## src/rtl/midi_pkg.sv

```systemverilog
// Shared MIDI definitions: status nibbles, system byte values, parser state and byte classes.
// Used by both the message parser and the note sender.
package midi_pkg;

  localparam logic [3:0] NOTE_OFF = 4'h8;
  localparam logic [3:0] NOTE_ON  = 4'h9;
  localparam logic [3:0] POLY_AT  = 4'hA;
  localparam logic [3:0] CC       = 4'hB;
  localparam logic [3:0] PROG     = 4'hC;
  localparam logic [3:0] CH_AT    = 4'hD;
  localparam logic [3:0] PITCH    = 4'hE;

  localparam logic [7:0] SYSEX_START = 8'hF0;
  localparam logic [7:0] SYSEX_END   = 8'hF7;
  localparam logic [7:0] RT_MIN      = 8'hF8;

  typedef enum logic [1:0] {
    ST_IDLE,
    ST_WAIT_D1,
    ST_WAIT_D2,
    ST_SYSEX
  } parser_state_e;

  typedef enum logic [2:0] {
    BC_DATA,
    BC_CHAN_STATUS,
    BC_SYSEX_START,
    BC_SYS_COMMON,
    BC_REALTIME
  } byte_class_e;

  // Program change and channel aftertouch carry a single data byte.
  function automatic logic has_two_data(input logic [3:0] status_hi);
    return !(status_hi == PROG || status_hi == CH_AT);
  endfunction

endpackage

```

## src/rtl/midi_message_parser_if.sv

```systemverilog
// Byte-in / note-event-out bundle of the MIDI message parser.
// err_count exists only when MIDI_PARSER_ERR_CNT_EN is defined.
interface midi_message_parser_if;

  logic [7:0] rx_byte;
  logic       rx_valid;
  logic [6:0] note;
  logic [6:0] velocity;
  logic [3:0] channel;
  logic       note_on_stb;
  logic       note_off_stb;
  logic       gate;
`ifdef MIDI_PARSER_ERR_CNT_EN
  logic [7:0] err_count;
`endif

  modport master (
    output rx_byte, rx_valid,
`ifdef MIDI_PARSER_ERR_CNT_EN
    input  err_count,
`endif
    input  note, velocity, channel, note_on_stb, note_off_stb, gate
  );

  modport slave (
    input  rx_byte, rx_valid,
`ifdef MIDI_PARSER_ERR_CNT_EN
    output err_count,
`endif
    output note, velocity, channel, note_on_stb, note_off_stb, gate
  );

endinterface

```

## src/rtl/midi_message_parser_classifier.sv

```systemverilog
// Combinational byte classifier: sorts a received byte into its MIDI class and,
// for channel status bytes, reports whether the message carries two data bytes.
module midi_byte_classifier
  import midi_pkg::*;
(
  input  logic [7:0]  rx_byte,
  output byte_class_e byte_class,
  output logic        two_data
);

  always_comb begin
    // NOTE: every output gets a default first so no path through the block infers a latch.
    byte_class = BC_DATA;
    two_data   = 1'b0;
    if (!rx_byte[7]) begin
      byte_class = BC_DATA;
    end else if (rx_byte < SYSEX_START) begin
      byte_class = BC_CHAN_STATUS;
      two_data   = has_two_data(rx_byte[7:4]);
    end else if (rx_byte == SYSEX_START) begin
      byte_class = BC_SYSEX_START;
    end else if (rx_byte < RT_MIN) begin
      byte_class = BC_SYS_COMMON;
    end else begin
      byte_class = BC_REALTIME;
    end
  end

endmodule

```

## src/rtl/midi_message_parser.sv

```systemverilog
// MIDI receive parser: turns UART RX bytes into registered note-on/off events with running status.
// Define MIDI_PARSER_ERR_CNT_EN to add the saturating err_count output.
module midi_message_parser
  import midi_pkg::*;
#(
  parameter int CHANNEL = 0,
  parameter bit OMNI    = 1'b1
) (
  input  logic                  clk,
  input  logic                  rst,
  midi_message_parser_if.slave  bus
);

  localparam logic [3:0] CHAN_SEL = 4'(CHANNEL);

  byte_class_e   byte_class;
  logic          byte_two_data;
  parser_state_e state_q, state_nx;

  logic [7:0] status_q;
  logic       two_data_q;
  logic [6:0] d1_q;
  logic [6:0] held_note_q;
  logic [6:0] note_q, velocity_q;
  logic [3:0] channel_q;
  logic       on_stb_q, off_stb_q, gate_q;

  logic       load_status, clear_status, load_d1;
  logic       msg_done, chan_ok, ev_on, ev_off;
  logic [6:0] d2;

  midi_byte_classifier u_classifier (
    .rx_byte    (bus.rx_byte),
    .byte_class (byte_class),
    .two_data   (byte_two_data)
  );

  assign d2 = bus.rx_byte[6:0];

  always_ff @(posedge clk or negedge rst) begin
    // NOTE: sequential state uses non-blocking assignments so every register samples pre-edge values.
    if (!rst) state_q <= ST_IDLE;
    else      state_q <= state_nx;
  end

  // Real-time bytes fall through to the default arm and leave the state untouched.
  always_comb begin
    state_nx = state_q;
    if (bus.rx_valid) begin
      case (byte_class)
        BC_SYSEX_START: state_nx = ST_SYSEX;
        BC_SYS_COMMON: begin
          if (state_q != ST_SYSEX || bus.rx_byte == SYSEX_END) state_nx = ST_IDLE;
        end
        BC_CHAN_STATUS: begin
          if (state_q != ST_SYSEX) state_nx = ST_WAIT_D1;
        end
        BC_DATA: begin
          case (state_q)
            ST_WAIT_D1: state_nx = two_data_q ? ST_WAIT_D2 : ST_WAIT_D1;
            ST_WAIT_D2: state_nx = ST_WAIT_D1;
            default:    state_nx = state_q;
          endcase
        end
        default: state_nx = state_q;
      endcase
    end
  end

  always_comb begin
    load_status  = bus.rx_valid && byte_class == BC_CHAN_STATUS && state_q != ST_SYSEX;
    clear_status = bus.rx_valid && (byte_class == BC_SYSEX_START ||
                   (byte_class == BC_SYS_COMMON && state_q != ST_SYSEX));
    load_d1      = bus.rx_valid && byte_class == BC_DATA && state_q == ST_WAIT_D1 && two_data_q;
    msg_done     = bus.rx_valid && byte_class == BC_DATA && state_q == ST_WAIT_D2;
    chan_ok      = OMNI || status_q[3:0] == CHAN_SEL;
    ev_on        = msg_done && chan_ok && status_q[7:4] == NOTE_ON && d2 != 7'd0;
    ev_off       = msg_done && chan_ok &&
                   (status_q[7:4] == NOTE_OFF || (status_q[7:4] == NOTE_ON && d2 == 7'd0));
  end

  always_ff @(posedge clk or negedge rst) begin
    if (!rst) begin
      status_q    <= '0;
      two_data_q  <= 1'b0;
      d1_q        <= '0;
      held_note_q <= '0;
      note_q      <= '0;
      velocity_q  <= '0;
      channel_q   <= '0;
      on_stb_q    <= 1'b0;
      off_stb_q   <= 1'b0;
      gate_q      <= 1'b0;
    end else begin
      if (load_status) begin
        status_q   <= bus.rx_byte;
        two_data_q <= byte_two_data;
      end else if (clear_status) begin
        status_q   <= '0;
        two_data_q <= 1'b0;
      end
      if (load_d1) d1_q <= bus.rx_byte[6:0];
      on_stb_q  <= ev_on;
      off_stb_q <= ev_off;
      if (ev_on || ev_off) begin
        note_q     <= d1_q;
        velocity_q <= d2;
        channel_q  <= status_q[3:0];
      end
      // Only a release of the note currently sounding drops the gate.
      if (ev_on) begin
        gate_q      <= 1'b1;
        held_note_q <= d1_q;
      end else if (ev_off && d1_q == held_note_q) begin
        gate_q <= 1'b0;
      end
    end
  end

`ifdef MIDI_PARSER_ERR_CNT_EN
  logic       err_inc;
  logic [7:0] err_q;

  // Stray data with no running status, or a two-byte message cut short by any status byte.
  assign err_inc = bus.rx_valid &&
                   ((byte_class == BC_DATA && state_q == ST_IDLE) ||
                    (state_q == ST_WAIT_D2 && byte_class != BC_DATA && byte_class != BC_REALTIME));

  always_ff @(posedge clk or negedge rst) begin
    if (!rst)                          err_q <= '0;
    else if (err_inc && err_q != 8'hFF) err_q <= err_q + 8'd1;
  end

  assign bus.err_count = err_q;
`endif

  assign bus.note         = note_q;
  assign bus.velocity     = velocity_q;
  assign bus.channel      = channel_q;
  assign bus.note_on_stb  = on_stb_q;
  assign bus.note_off_stb = off_stb_q;
  assign bus.gate         = gate_q;

endmodule

```

## src/flat_wrapper.sv

```systemverilog
// flat-port wrapper written by rule: the top's interface ports become plain ports
module midi_message_parser_flat import midi_pkg::*;
#(
  parameter int CHANNEL = 0,
  parameter bit OMNI    = 1'b1
)
  (clk, rst, bus_rx_byte, bus_rx_valid, bus_note, bus_velocity, bus_channel, bus_note_on_stb, bus_note_off_stb, bus_gate);
  midi_message_parser_if bus_i ();
  input  logic clk;
  input  logic rst;
  input wire logic [$bits(bus_i.rx_byte)-1:0] bus_rx_byte;
  input wire logic [$bits(bus_i.rx_valid)-1:0] bus_rx_valid;
  output wire logic [$bits(bus_i.note)-1:0] bus_note;
  output wire logic [$bits(bus_i.velocity)-1:0] bus_velocity;
  output wire logic [$bits(bus_i.channel)-1:0] bus_channel;
  output wire logic [$bits(bus_i.note_on_stb)-1:0] bus_note_on_stb;
  output wire logic [$bits(bus_i.note_off_stb)-1:0] bus_note_off_stb;
  output wire logic [$bits(bus_i.gate)-1:0] bus_gate;
  assign bus_i.rx_byte = bus_rx_byte;
  assign bus_i.rx_valid = bus_rx_valid;
  assign bus_note = bus_i.note;
  assign bus_velocity = bus_i.velocity;
  assign bus_channel = bus_i.channel;
  assign bus_note_on_stb = bus_i.note_on_stb;
  assign bus_note_off_stb = bus_i.note_off_stb;
  assign bus_gate = bus_i.gate;
  midi_message_parser #(.CHANNEL(CHANNEL), .OMNI(OMNI)) u_core (.clk(clk), .rst(rst), .bus(bus_i));
endmodule
```

## config.mk

```make
export PLATFORM = sky130hd
export DESIGN_NAME = midi_message_parser_flat
export DESIGN_NICKNAME = d
export VERILOG_FILES = /design/src/rtl/midi_pkg.sv /design/src/rtl/midi_message_parser_if.sv /design/src/rtl/midi_message_parser_classifier.sv /design/src/rtl/midi_message_parser.sv /design/src/flat_wrapper.sv
export SDC_FILE = /design/constraint.sdc
export NUM_CORES = 1
export LEC_CHECK = 0
export BUFFER_PORTS_ARGS = -buffer_cell sky130_fd_sc_hd__clkbuf_2
export CAP_MARGIN = 10
export CORE_UTILIZATION = 47
export CTS_BUF_LIST = sky130_fd_sc_hd__clkbuf_8
export DETAILED_ROUTE_END_ITERATION = 16
export PLACE_DENSITY = 0.72
export REMOVE_ABC_BUFFERS = 1
export SETUP_SLACK_MARGIN = 0.3
export SLEW_MARGIN = 10
export SYNTH_ARGS = -nofsm -noshare
export SYNTH_HDL_FRONTEND = slang
export SYNTH_HIERARCHICAL = 1
export SYNTH_SLANG_ARGS = --single-unit
```

## constraint.sdc

```tcl
create_clock -name clk -period 6 [get_ports clk]
set_clock_uncertainty 0.2 [all_clocks]
set_input_delay 0.9 -clock clk [delete_from_list [all_inputs] [get_ports clk]]
set_output_delay 0.9 -clock clk [all_outputs]
set_load 0.005 [all_outputs]
```

* Yosys cells after proc, flatten, opt, wreduce, memory -nomap -nowiden
Index checks and enable logic that the tools add are counted.
** Cells by class
- Eq/ne operators :: 16
- Reductions and logical operators :: 26
- Multiplexer cells :: 17
- $lt $le $gt $ge :: 2
** Operators with widths (number)
- equality test 4 bit (second input constant) :: 4
- equality test 8 bit (second input constant) :: 2
- less-than comparator 8 bit (second input constant) :: 2
- two-way mux 8 bit :: 2
- logical AND 1 bit :: 13
- two-way mux 3 bit :: 4
- case mux 2 bit (4 select lines) :: 1
- equality test 7 bit :: 1
- logical NOT 7 bit :: 1
- nonzero test 7 bit :: 1
- equality test 3 x 2 -> 1 bit (second input constant) :: 2
- two-way mux 1 bit :: 6
- two-way mux 2 bit :: 3
- logical OR 1 bit :: 5
- AND reduction 5 bit :: 1
- != test 2 bit (second input constant) :: 2
- case mux 2 bit (2 select lines) :: 1
- nonzero test 2 bit :: 2
- nonzero test 4 bit :: 1
- equality test 3 x 1 -> 1 bit (second input constant) :: 1
- logical NOT 3 bit :: 1
- != test 3 bit (second input constant) :: 1
- equality test 2 x 1 -> 1 bit (second input constant) :: 1
- equality test 2 bit (second input constant) :: 1
- other kinds (2) :: 2
** Word-level totals
- Bits of input ports :: 11
- Output and inout bits :: 21
- Flip-flop bits (word level) :: 46

* Depth between registers and ports, before layout
Gate-level depths: netlist of run 1.
- Depth after elaboration :: 12
- Gate-level depth with buffers :: 8

* Modules after synthesis
The synthesis of run 1 kept the hierarchy.
** Modules (own cells, without submodules)
- midi_message_parser :: area each 1956.9 µm², cells each 136, instances 1
- midi_byte_classifier :: area each 56.3 µm², cells each 10, instances 1

* Least setup slack after synthesis of run 1
Ideal clock, no wire load.
- Path type :: input to register
- Start point :: input port bus_rx_byte[1]
- End point :: register u_core.held_note_q[0]
- Required time :: 5.675 ns
- Path slack :: 3.273 ns
- Cell stages on the path :: 8
- Data arrival time :: 2.402 ns
- Library setup time :: 0.125 ns
- Cell sequence :: nor3_1 o2bb2ai_1 clkbuf_1 nor4b_1 and3_1 nor2b_1 buf_6 mux2_4
** Between the ends
- Cells in the longest elaborated chain, start to end :: 10
- Elaborated cells between the ends (all ways) :: 13
- Classes of those cells :: 2 x order compare; 1 x eq/ne; 4 x mux; 6 x reduce/logical
** Ends and longest elaborated chain
- start, declared :: RTL line flat_wrapper.sv:11 : input wire logic [$bits(bus_i.rx_byte)-1:0] bus_rx_byte;
- less-than comparator 8 bit :: RTL line midi_message_parser_classifier.sv:22 : end else if (rx_byte < RT_MIN) begin
- two-way mux 3 bit :: RTL line midi_message_parser_classifier.sv:22
- two-way mux 3 bit :: RTL line midi_message_parser_classifier.sv:20 : end else if (rx_byte == SYSEX_START) begin
- two-way mux 3 bit * :: RTL line midi_message_parser_classifier.sv:17 : end else if (rx_byte < SYSEX_START) begin
- two-way mux 3 bit * :: RTL line midi_message_parser_classifier.sv:15 : if (!rx_byte[7]) begin
- named net u_core.byte_class[0] :: RTL line midi_message_parser.sv:16 : byte_class_e byte_class;
- logical NOT 3 bit * :: RTL line midi_message_parser.sv:75 : msg_done = bus.rx_valid && byte_class == BC_DATA && state_q == ST_WAIT_D2;
- logical AND 1 bit * (2 in series) :: RTL line midi_message_parser.sv:75
- logical AND 1 bit * (2 in series) :: RTL line midi_message_parser.sv:77 : ev_on = msg_done && chan_ok && status_q[7:4] == NOTE_ON && d2 != 7'd0;
- named net u_core.ev_on :: RTL line midi_message_parser.sv:29 : logic msg_done, chan_ok, ev_on, ev_off;
- end signal, assigned :: RTL line midi_message_parser.sv:113 : held_note_q <= d1_q;
- end, declared :: RTL line midi_message_parser.sv:23 : logic [6:0] held_note_q;
The timed path passes the listed nets; every way through them passes the cells marked *.
A chain may end at the register's enable or synchronous reset.

* Worst setup path in the final report of run 1
- Start point :: input port bus_rx_byte[4]
- End point :: register u_core.held_note_q[3]
** Between the ends
- Cells in the longest elaborated chain, start to end :: 10
- Elaborated cells between the ends (all ways) :: 13
- Classes of those cells :: 2 x order compare; 1 x eq/ne; 4 x mux; 6 x reduce/logical
** Ends and longest elaborated chain (RTL line)
- less-than comparator 8 bit :: midi_message_parser_classifier.sv:22
- two-way mux 3 bit :: midi_message_parser_classifier.sv:22
- two-way mux 3 bit :: midi_message_parser_classifier.sv:20
- two-way mux 3 bit * :: midi_message_parser_classifier.sv:17
- two-way mux 3 bit * :: midi_message_parser_classifier.sv:15
- named net u_core.byte_class[0] :: midi_message_parser.sv:16
- logical NOT 3 bit * :: midi_message_parser.sv:75
- logical AND 1 bit * (2 in series) :: midi_message_parser.sv:75
- logical AND 1 bit * (2 in series) :: midi_message_parser.sv:77
Marks and branches as above.

==> out/metrics.yaml, run 1 <==
status: "finished clean"
start_util_pct: 49.6
drt-pass1-iter-count: 4
seqCellArea_um2: 1150
clockBufferDepth: 2
ioPinCount: 32
synth_edf_count: 0
layout-drive-gt1-share_pct: 43.3
cts_tree: "yes"
grt_max_degree: 47
p_leak_nw: 1.18
hold_buffers: 0
post-synth-top-count-cell: "dfrtp_1"
min_path_type: "flop to flop"
synth_common_cells: "dfrtp_1, mux2_2, a22o_1"
power_density_nw_per_um2: 331
diodes: 0
die_y_um: 67.4
finalSetupViolations: 0
nFillCells: 345
syn_area_um2: 2010
synth_cell_types: 34
grt_pass1_wl_um: 6290
rsz0062_at_grt: "false"
die_w_um: 67.4
grt_overflow_total: 0
tightest_slew_ns: 1.06
root_buffer: "clkbuf_8"
final_antenna_net_count: 0
path_clk_slew_ns: 0.09
syn_area_per_cell_um2: 13.8
period_share_pct: 64.5
multi_input_area_um2: 806
synth_area_leader_cell: "dfrtp_1"
antenna_found_initial: 0
hold_slack_ns: 0.303
cp.required_ns: 5.98
cap_violations: 0
viasPerCell: 5.67
rows: 23
slew_viol_final: 0
r2r_cells: 4
area_growth_syn_to_layout_pct: 15.2
setup-tns-final_ns: 0
slew_headroom_pct: 29.2
die-area_um2: 4550
fmax_mhz: 258
hold_viol: 0
hpwl_um: 2660
yosys_warnings: 6
fin_util_pct: 57.2
grt_pass1_vias: 1271
finalNonFillerCells: 228
drt_iter0_drc: 72
final_nets: 188
numPortBuffers: 31
drt-wirelength-per-cell_um: 16.8
post_cts_resized: 0
min_path_cells: 1
num_vias: 1292
routed_wl_um: 3820
finalCriticalPeriod_ns: 3.87
place_congestion: 0.792
ys_ff_latch: 46
dp.cells: 219
worstSetupEndpointType: "flop"
post_cts_buffers: 0
cp_data_arrival_time_ns: 3.85
yosys-top-cells-area: "dfrtp_1, mux2_2, mux2_4"
drc: 0
synth_top_area_share_pct: 57.2
core_area_um2: 4060
postSynth.asyncResetShare_pct: 100
cp_max_fo: 21
grt_usage_pct: 19.3
ys.flop_type: "dfrtp_1"
numCtsBuffers: 5
start_kind: "input pin"
peakVddDrop_uv: 213
netlist_instances: 146
insertion_delay_ns: 0.30
critical_path_class: "input pin to flop"
seq_area_frac_synth_pct: 57.2
htree_levels: 2
clock-sinks: 46
[cell usage in the layout (no fill, tap or decap), drive strengths merged, types with 2 or more instances in the layout]
cell and count:
dfrtp 46, clkbuf 36, mux2 33, a22o 9
xor2 7, inv 5, nand2b 4, a21oi 3
nor4 3, nand3 3, nor4b 2, a31oi 2
nand2 2, nor3 2, nand4 2, nor2 2
[sequential cells by signal, indices dropped and copies added (netlist names), 2 cells and up]
signal	cells
u_core/held_note_q	7
u_core/state_q	2
u_core/bus.channel	4
u_core/bus.velocity	7
u_core/bus.note	7
u_core/status_q	8
u_core/d1_q	7
[cells by family after synthesis]
group,after synthesis,synth area share [%]
simple gates,26,7.96
buf+inv,12,2.80
xor+xnor,7,3.05
compound gates,21,8.76
flops,46,57.2
mux,34,20.3
[layout make-up]
type,instances,share of cell area [%]
inverter,4,0.647
sequential,46,49.6
tap,50,2.70
clock inverter,3,1.78
timing repair buffer,32,7.55
clock buffer,5,2.97
multi-input combinational,88,34.7
[layer usage]
metal | GRT usage [%] | share of wire, % | vias up
met5 | 0 | 0 | -
met4 | 7.18 | 1.4 | 0
met3 | 5.74 | 5.8 | 5
met2 | 31.1 | 48 | 47
met1 | 24.5 | 45 | 647
li1 | - | - | 593
[through the flow]
stage	total power, mW	setup slack [ns]	area, µm²
finish	0.767	2.13	2320
global route	0.806	1.91	2320
CTS	0.773	2.14	2300
detailed placement	0.549	1.83	2190
global placement	0.537	1.98	2190
floorplan	0.495	2.47	1970
[path summary, 6_finish.rpt]
path	startpoint	end	slack [ns]
min in group asynchronous	rst	u_core/bus.velocity[6]	0.32
worst min register to register	u_core/bus.gate	u_core/bus.gate	0.30
max in group asynchronous	rst	u_core/bus.velocity[0]	4.79
worst max register to register	u_core/state_q[0]	u_core/held_note_q[3]	2.88
worst min-delay path	u_core/bus.gate	u_core/bus.gate	0.30
worst max-delay path	bus_rx_byte[4]	u_core/held_note_q[3]	2.13
[critical path: stages]
cell       delay [ns]
clkbuf_2         0.18
nand3_1          0.11
o2bb2ai_1        0.25
nor4b_1          0.36
and3_1           0.84
nor2b_1          0.85
mux2_4           0.35
[power breakdown]
part           total [mW]  leakage (nW)  internal (mW)  switching (mW)
combinational       0.128         0.508         0.0722          0.0555
sequential          0.417         0.611          0.362          0.0548
clock               0.222        0.0556          0.123          0.0997
Power figures use the tool's default switching activity.
==> run 2: changes to the inputs <==
--- a/config.mk
+++ b/config.mk
@@ -5,6 +5,7 @@
 export SDC_FILE = /design/constraint.sdc
 export NUM_CORES = 1
 export LEC_CHECK = 0
+export ABC_AREA = 1
 export BUFFER_PORTS_ARGS = -buffer_cell sky130_fd_sc_hd__clkbuf_2
 export CAP_MARGIN = 10
 export CORE_UTILIZATION = 47
==> constraint.sdc (replaced) <==
create_clock -name clk -period 4 [get_ports clk]
set_clock_uncertainty 0.2 [all_clocks]
set_input_delay 0.6 -clock clk [delete_from_list [all_inputs] [get_ports clk]]
set_output_delay 0.6 -clock clk [all_outputs]
set_load 0.005 [all_outputs]
==> out/metrics.yaml, run 2 <==
min_from: "u_core/bus.gate"
power_switching_mw: 0.503  # +140%
grt_usage_pct: 18.2  # -1.1 points
crit_buf_inv: 2  # +1
hpwl_um: 3010  # +13%
post_cts_resized: 0  # unchanged
core_area_um2: 4350  # +7.3%
root_buffer: "clkbuf_8"
clkPwrFrac_pct: 18.3  # -11 points
die_w_um: 69.5  # +3.0%
layout-drive-gt1-share_pct: 21.9  # -21 points
slew_headroom_pct: 50.1  # +21 points
rows: 24  # +4.3%
status: "finished clean"
finalSetupViolations: 0  # unchanged
numPortBuffers: 31  # unchanged
largest_reg_flops: 8  # unchanged
tightest_slew_ns: 0.746  # -0.314 ns
final_area_um2: 2380  # +2.8%
diodes: 0  # unchanged
yosys-top-cells-area: "dfrtp_1, nand2_1, inv_1"
drc: 0  # unchanged
cp.required_ns: 3.98  # -2.00 ns
netlist_instances: 240  # +64%
yosys_warnings: 6  # unchanged
peakVddDrop_uv: 352  # +66%
grt_max_degree: 35  # -26%
viasPerCell: 5.00  # -12%
crit_path_cell_trace: "clkbuf_2, nand2_1, o21ai_0, nand2_1, nor3_2, nand2_2, nor2_4, buf_4, nand3_1, nand2_1, nand2_1"
power.share.switching_pct: 34.4  # +7.0 points
final_antenna_net_count: 0  # unchanged
p_leak_nw: 1.22  # +3.8%
hold_buffers: 1  # +1
rsz0062_at_grt: "false"
min_path_cells: 2  # +1
final_common_cell: "dfrtp_1"
crit_cells: 11  # +4
drt_iter0_drc: 84  # +17%
cp_slowest_stage_delay_ns: 0.43  # -0.42 ns
cts_tree: "yes"
reg2reg_slack_ns: 1.88  # -1.00 ns
synth_edf_count: 0  # unchanged
worstSetupEndpointType: "flop"
final_nets: 285  # +52%
fin_util_pct: 54.7  # -2.4 points
r2r_cells: 8  # +4
placed_area_um2: 2290  # +4.7%
place_congestion: 0.868  # +9.6%
grt_pass1_wl_um: 6870  # +9.2%
drt-wirelength-per-cell_um: 12.5  # -25%
post-synth-top-count-cell: "dfrtp_1"
cp_common_cell: "nand2_1"
synth_top_area_share_pct: 53.8  # -3.4 points
power.total_mw: 1.46  # +90%
insertion_delay_ns: 0.30  # about the same
crit_slowest_cell: "nor2_4"
slew_viol_final: 0  # unchanged
period_share_pct: 63.5
htree_levels: 2  # unchanged
layout_common_cells: "dfrtp_1, nand2_1, inv_1"
cp_max_fo: 22  # +4.8%
power_frac_comb_pct: 31.1  # +14 points
r2r_start: "u_core/state_q[1]"
regMostFlops: "u_core/status_q"
numCtsBuffers: 5  # unchanged
num_vias: 1629  # +26%
start_util_pct: 49.2  # -0.45 points
hold_slack_ns: 0.282  # -0.0213 ns
area_growth_syn_to_layout_pct: 11.3
cp_top_family: "simple AND/OR/NAND/NOR gates"
antenna_found_initial: 0  # unchanged
start_kind: "input pin"
setup-tns-final_ns: 0  # unchanged
synth_cell_types: 25  # -26%
post_cts_buffers: 0  # unchanged
timing.rr.end: "u_core/bus.gate"
drt-pass1-iter-count: 4  # unchanged
ys.flop_type: "dfrtp_1"
syn_area_per_cell_um2: 8.92  # -35%
path_clk_slew_ns: 0.08  # about the same
syn_area_um2: 2140  # +6.3%
finalCriticalPeriod_ns: 2.54
routed_wl_um: 4080  # +6.7%
synth_area_leader_cell: "dfrtp_1"
cap_violations: 0  # unchanged
synth_common_cells: "dfrtp_1, nand2_1, inv_1"
grt_overflow_total: 0  # unchanged
ioPinCount: 32  # unchanged
clockBufferDepth: 2  # unchanged
die_y_um: 69.5  # +3.0%
power_density_nw_per_um2: 613  # +85%
fmax_mhz: 394
grt_pass1_vias: 1509  # +19%
p_int_mw: 0.957  # +72%
ys_ff_latch: 46  # unchanged
clock-sinks: 46  # unchanged
cp_data_arrival_time_ns: 2.52  # -1.33 ns
hold_end: "u_core/bus.gate"
seq_area_frac_synth_pct: 53.8  # -3.4 points
postSynth.asyncResetShare_pct: 100  # unchanged
min_path_type: "flop to flop"
die-area_um2: 4830  # +6.2%
seqPwrFrac_pct: 50.6  # -3.8 points
critical_path_class: "input pin to flop"
hold_viol: 0  # unchanged
run 2: worst max path at each step:
stage	to	slack, ns	from
global placement	u_core/bus.gate	1.23	bus_rx_byte[5]
finish	u_core/bus.gate	1.46	bus_rx_byte[4]
detailed placement	u_core/bus.gate	1.16	bus_rx_byte[4]
global route	u_core/bus.gate	1.15	bus_rx_byte[4]
CTS	u_core/bus.gate	1.48	bus_rx_byte[4]
floorplan	u_core/held_note_q[0]	0.84	bus_rx_byte[5]
run 2: per-stage QoR:
step                      std cells  setup slack, ns
after detailed placement        318             1.16
after CTS                       326             1.48
after global placement          318             1.23
final                           326             1.46
after global routing            326             1.15
after floorplan                 233            0.841
run 2: final cells by class:
class	instances	area [µm²]
fill	399	1970
timing repair buffer	34	180
clock buffer	5	68.8
multi-input combinational	151	772
sequential	46	1150
inverter	36	135
clock inverter	2	11.3
tap	52	65.1
run 2: power groups by stage:
| stage | registers [mW] | logic, mW | clock network [mW] |
|---|---|---|---|
| floorplan | 0.741 | 0.291 | 0 |
| finish | 0.738 | 0.454 | 0.268 |
| detailed placement | 0.751 | 0.458 | 0 |
| global placement | 0.746 | 0.448 | 0 |
| CTS | 0.742 | 0.461 | 0.275 |
| global route | 0.760 | 0.516 | 0.291 |
run 2: logic make-up after synthesis:
kind of cell,synth area share (%)
flops,53.8
xor+xnor,2.05
compound gates,13.6
simple gates,20.2
buf+inv,10.4
run 2: layer usage:
metal,track usage (%),share of wire [%],up-vias
met4,7.48,1.9,0
met2,29.8,48,28
met3,4.07,3.0,8
met5,0,0,-
met1,23.5,47,768
li1,-,-,825
run 2: tightest hold or removal path: stages, from the launching register on:
cell and delay (ns):
dfrtp_1 0.35, nand2_1 0.05, nand2_1 0.05
==> run 3: changes to the inputs <==
--- a/config.mk
+++ b/config.mk
@@ -11,7 +11,7 @@
 export CORE_UTILIZATION = 47
 export CTS_BUF_LIST = sky130_fd_sc_hd__clkbuf_8
 export DETAILED_ROUTE_END_ITERATION = 16
-export PLACE_DENSITY = 0.72
+export PLACE_DENSITY = 0.74
 export REMOVE_ABC_BUFFERS = 1
 export SETUP_SLACK_MARGIN = 0.3
 export SLEW_MARGIN = 10
==> constraint.sdc (replaced) <==
create_clock -name clk -period 2.3 [get_ports clk]
set_clock_uncertainty 0.2 [all_clocks]
set_input_delay 0.345 -clock clk [delete_from_list [all_inputs] [get_ports clk]]
set_output_delay 0.345 -clock clk [all_outputs]
set_load 0.005 [all_outputs]
==> out/metrics.yaml, run 3 (synthesis results as in run 2) <==
critical_path_class: "input pin to flop"
cp_data_arrival_time_ns: 1.85  # -0.67 ns
grt_pass1_wl_um: 6910  # +0.60%
period_share_pct: 79.4
start_util_pct: 49.2  # unchanged
die_y_um: 69.5  # unchanged
clockBufferDepth: 2  # unchanged
hold_viol: 0  # unchanged
power_density_nw_per_um2: 1070  # +74%
hpwl_um: 2820  # -6.2%
slew_headroom_pct: 61.3  # +11 points
routed_wl_um: 3960  # -2.7%
hold_buffers: 1  # unchanged
slew_viol_final: 0  # unchanged
finalNonFillerCells: 330  # +1.2%
seqPwrFrac_pct: 48.8  # -1.8 points
post_cts_buffers: 0  # unchanged
place_congestion: 0.852  # -1.9%
largest_reg_flops: 8  # unchanged
antenna_found_initial: 0  # unchanged
clock-sinks: 46  # unchanged
layout_common_cells: "dfrtp_1, nand2_1, inv_1"
finalSetupViolations: 0  # unchanged
worstSetupEndpointType: "flop"
drt_iter0_drc: 65  # -23%
grt_usage_pct: 18.1  # -0.097 points
dp.cells: 321  # +0.94%
power.share.switching_pct: 33.3  # -1.2 points
nFillCells: 406  # +1.8%
cts_tree: "yes"
drt-pass1-iter-count: 4  # unchanged
fmax_mhz: 547
insertion_delay_ns: 0.30  # about the same
grt_overflow_total: 0  # unchanged
power_frac_comb_pct: 30.3  # -0.8 points
drt-wirelength-per-cell_um: 12.0  # -3.9%
clkPwrFrac_pct: 20.9  # +2.6 points
area_growth_syn_to_layout_pct: 14.1
layout-drive-gt1-share_pct: 23.4  # +1.5 points
numCtsBuffers: 5  # unchanged
grtUsageMet3_pct: 3.49  # -0.58 points
final_common_cell: "dfrtp_1"
final_nets: 288  # +1.1%
min_path_type: "input pin to flop"
p_leak_nw: 1.25  # +2.5%
grt_util_met2_pct: 28.5  # -1.3 points
path_clk_slew_ns: 0.09  # about the same
regMostFlops: "u_core/status_q"
tightest_slew_ns: 0.580  # -0.166 ns
num_vias: 1651  # +1.4%
drc: 0  # unchanged
root_buffer: "clkbuf_8"
start_kind: "input pin"
cp.required_ns: 2.33  # -1.65 ns
rsz0062_at_grt: "false"
viasPerCell: 5.00  # +0.12%
grt_max_degree: 47  # +34%
finalCriticalPeriod_ns: 1.83
ioPinCount: 32  # unchanged
grtUsageMet1_pct: 24.1  # +0.63 points
p_int_mw: 1.74  # +82%
final_antenna_net_count: 0  # unchanged
peakVddDrop_uv: 545  # +55%
power_switching_mw: 0.868  # +73%
status: "finished clean"
grt.busiest_layer: "met2"
power.total_mw: 2.61  # +79%
rows: 24  # unchanged
cap_violations: 0  # unchanged
numPortBuffers: 31  # unchanged
cp_max_fo: 18  # -18%
post_cts_resized: 0  # unchanged
core_area_um2: 4350  # unchanged
htree_levels: 2  # unchanged
die_w_um: 69.5  # unchanged
diodes: 0  # unchanged
die-area_um2: 4830  # unchanged
grt_pass1_vias: 1521  # +0.80%
## run 3: cell count changes in the layout (fill, tap and decap cells not counted), sizes merged
cell	previous run	this run
clkinv	0	1
clkinvlp	1	0
inv	37	36
buf	2	5
clkbuf	36	38
## run 3: worst paths after layout
kind	to	start	slack, ns	depth (start not counted)
hold reg to reg	u_core/bus.gate	u_core/bus.gate	0.28	2
hold / removal	u_core/d1_q[2]	bus_rx_byte[2]	0.09	3
min in group asynchronous	u_core/held_note_q[1]	rst	0.45	3
setup reg to reg	u_core/bus.velocity[1]	u_core/state_q[0]	0.63	6
max in group asynchronous	u_core/status_q[5]	rst	1.04	3
setup / recovery	u_core/bus.velocity[1]	bus_rx_byte[4]	0.47	10
## run 3: critical path, cell delays in order
cell and delay, ns:
clkbuf_2 0.13, nand2_1 0.11, o21ai_0 0.16, nand2_1 0.14, nor3_2 0.25, nand2_2 0.12, nor2_4 0.15, buf_4 0.26
nor2_1 0.07, a21oi_1 0.12
## run 3: power groups by stage
stage	registers, mW	logic, mW	clock network [mW]
CTS	1.28	0.802	0.563
detailed placement	1.29	0.796	0
global route	1.32	0.908	0.589
finish	1.27	0.790	0.545
global placement	1.28	0.778	0
floorplan	1.29	0.506	0
## run 3: final cells by class
type | count | area [µm²] | area share [%]
sequential | 46 | 1150 | 47.1
multi-input combinational | 151 | 772 | 31.6
timing repair buffer | 37 | 215 | 8.81
inverter | 36 | 135 | 5.53
clock buffer | 7 | 96.3 | 3.94
tap | 52 | 65.1 | 2.66
clock inverter | 1 | 8.76 | 0.358
## run 3: stage by stage
step,util (%),hold slack (ns),setup TNS (ns),instance area (µm²),worst slack [ns]
floorplan,-,-0.151,-9.61,2050,-0.604
global placement,53.5,0.261,0,2330,0.218
detailed placement,53.5,0.267,0,2330,0.150
CTS,56.1,0.0893,0,2440,0.477
global route,56.1,0.101,0,2440,0.306
finish,56.1,0.0923,0,2440,0.473
## run 3: layer usage
layer / vias to the layer above / share of wire [%]
met3: 5 / 3.0
met1: 784 / 48
met2: 28 / 47
li1: 834 / -
met5: - / 0
met4: 0 / 1.8
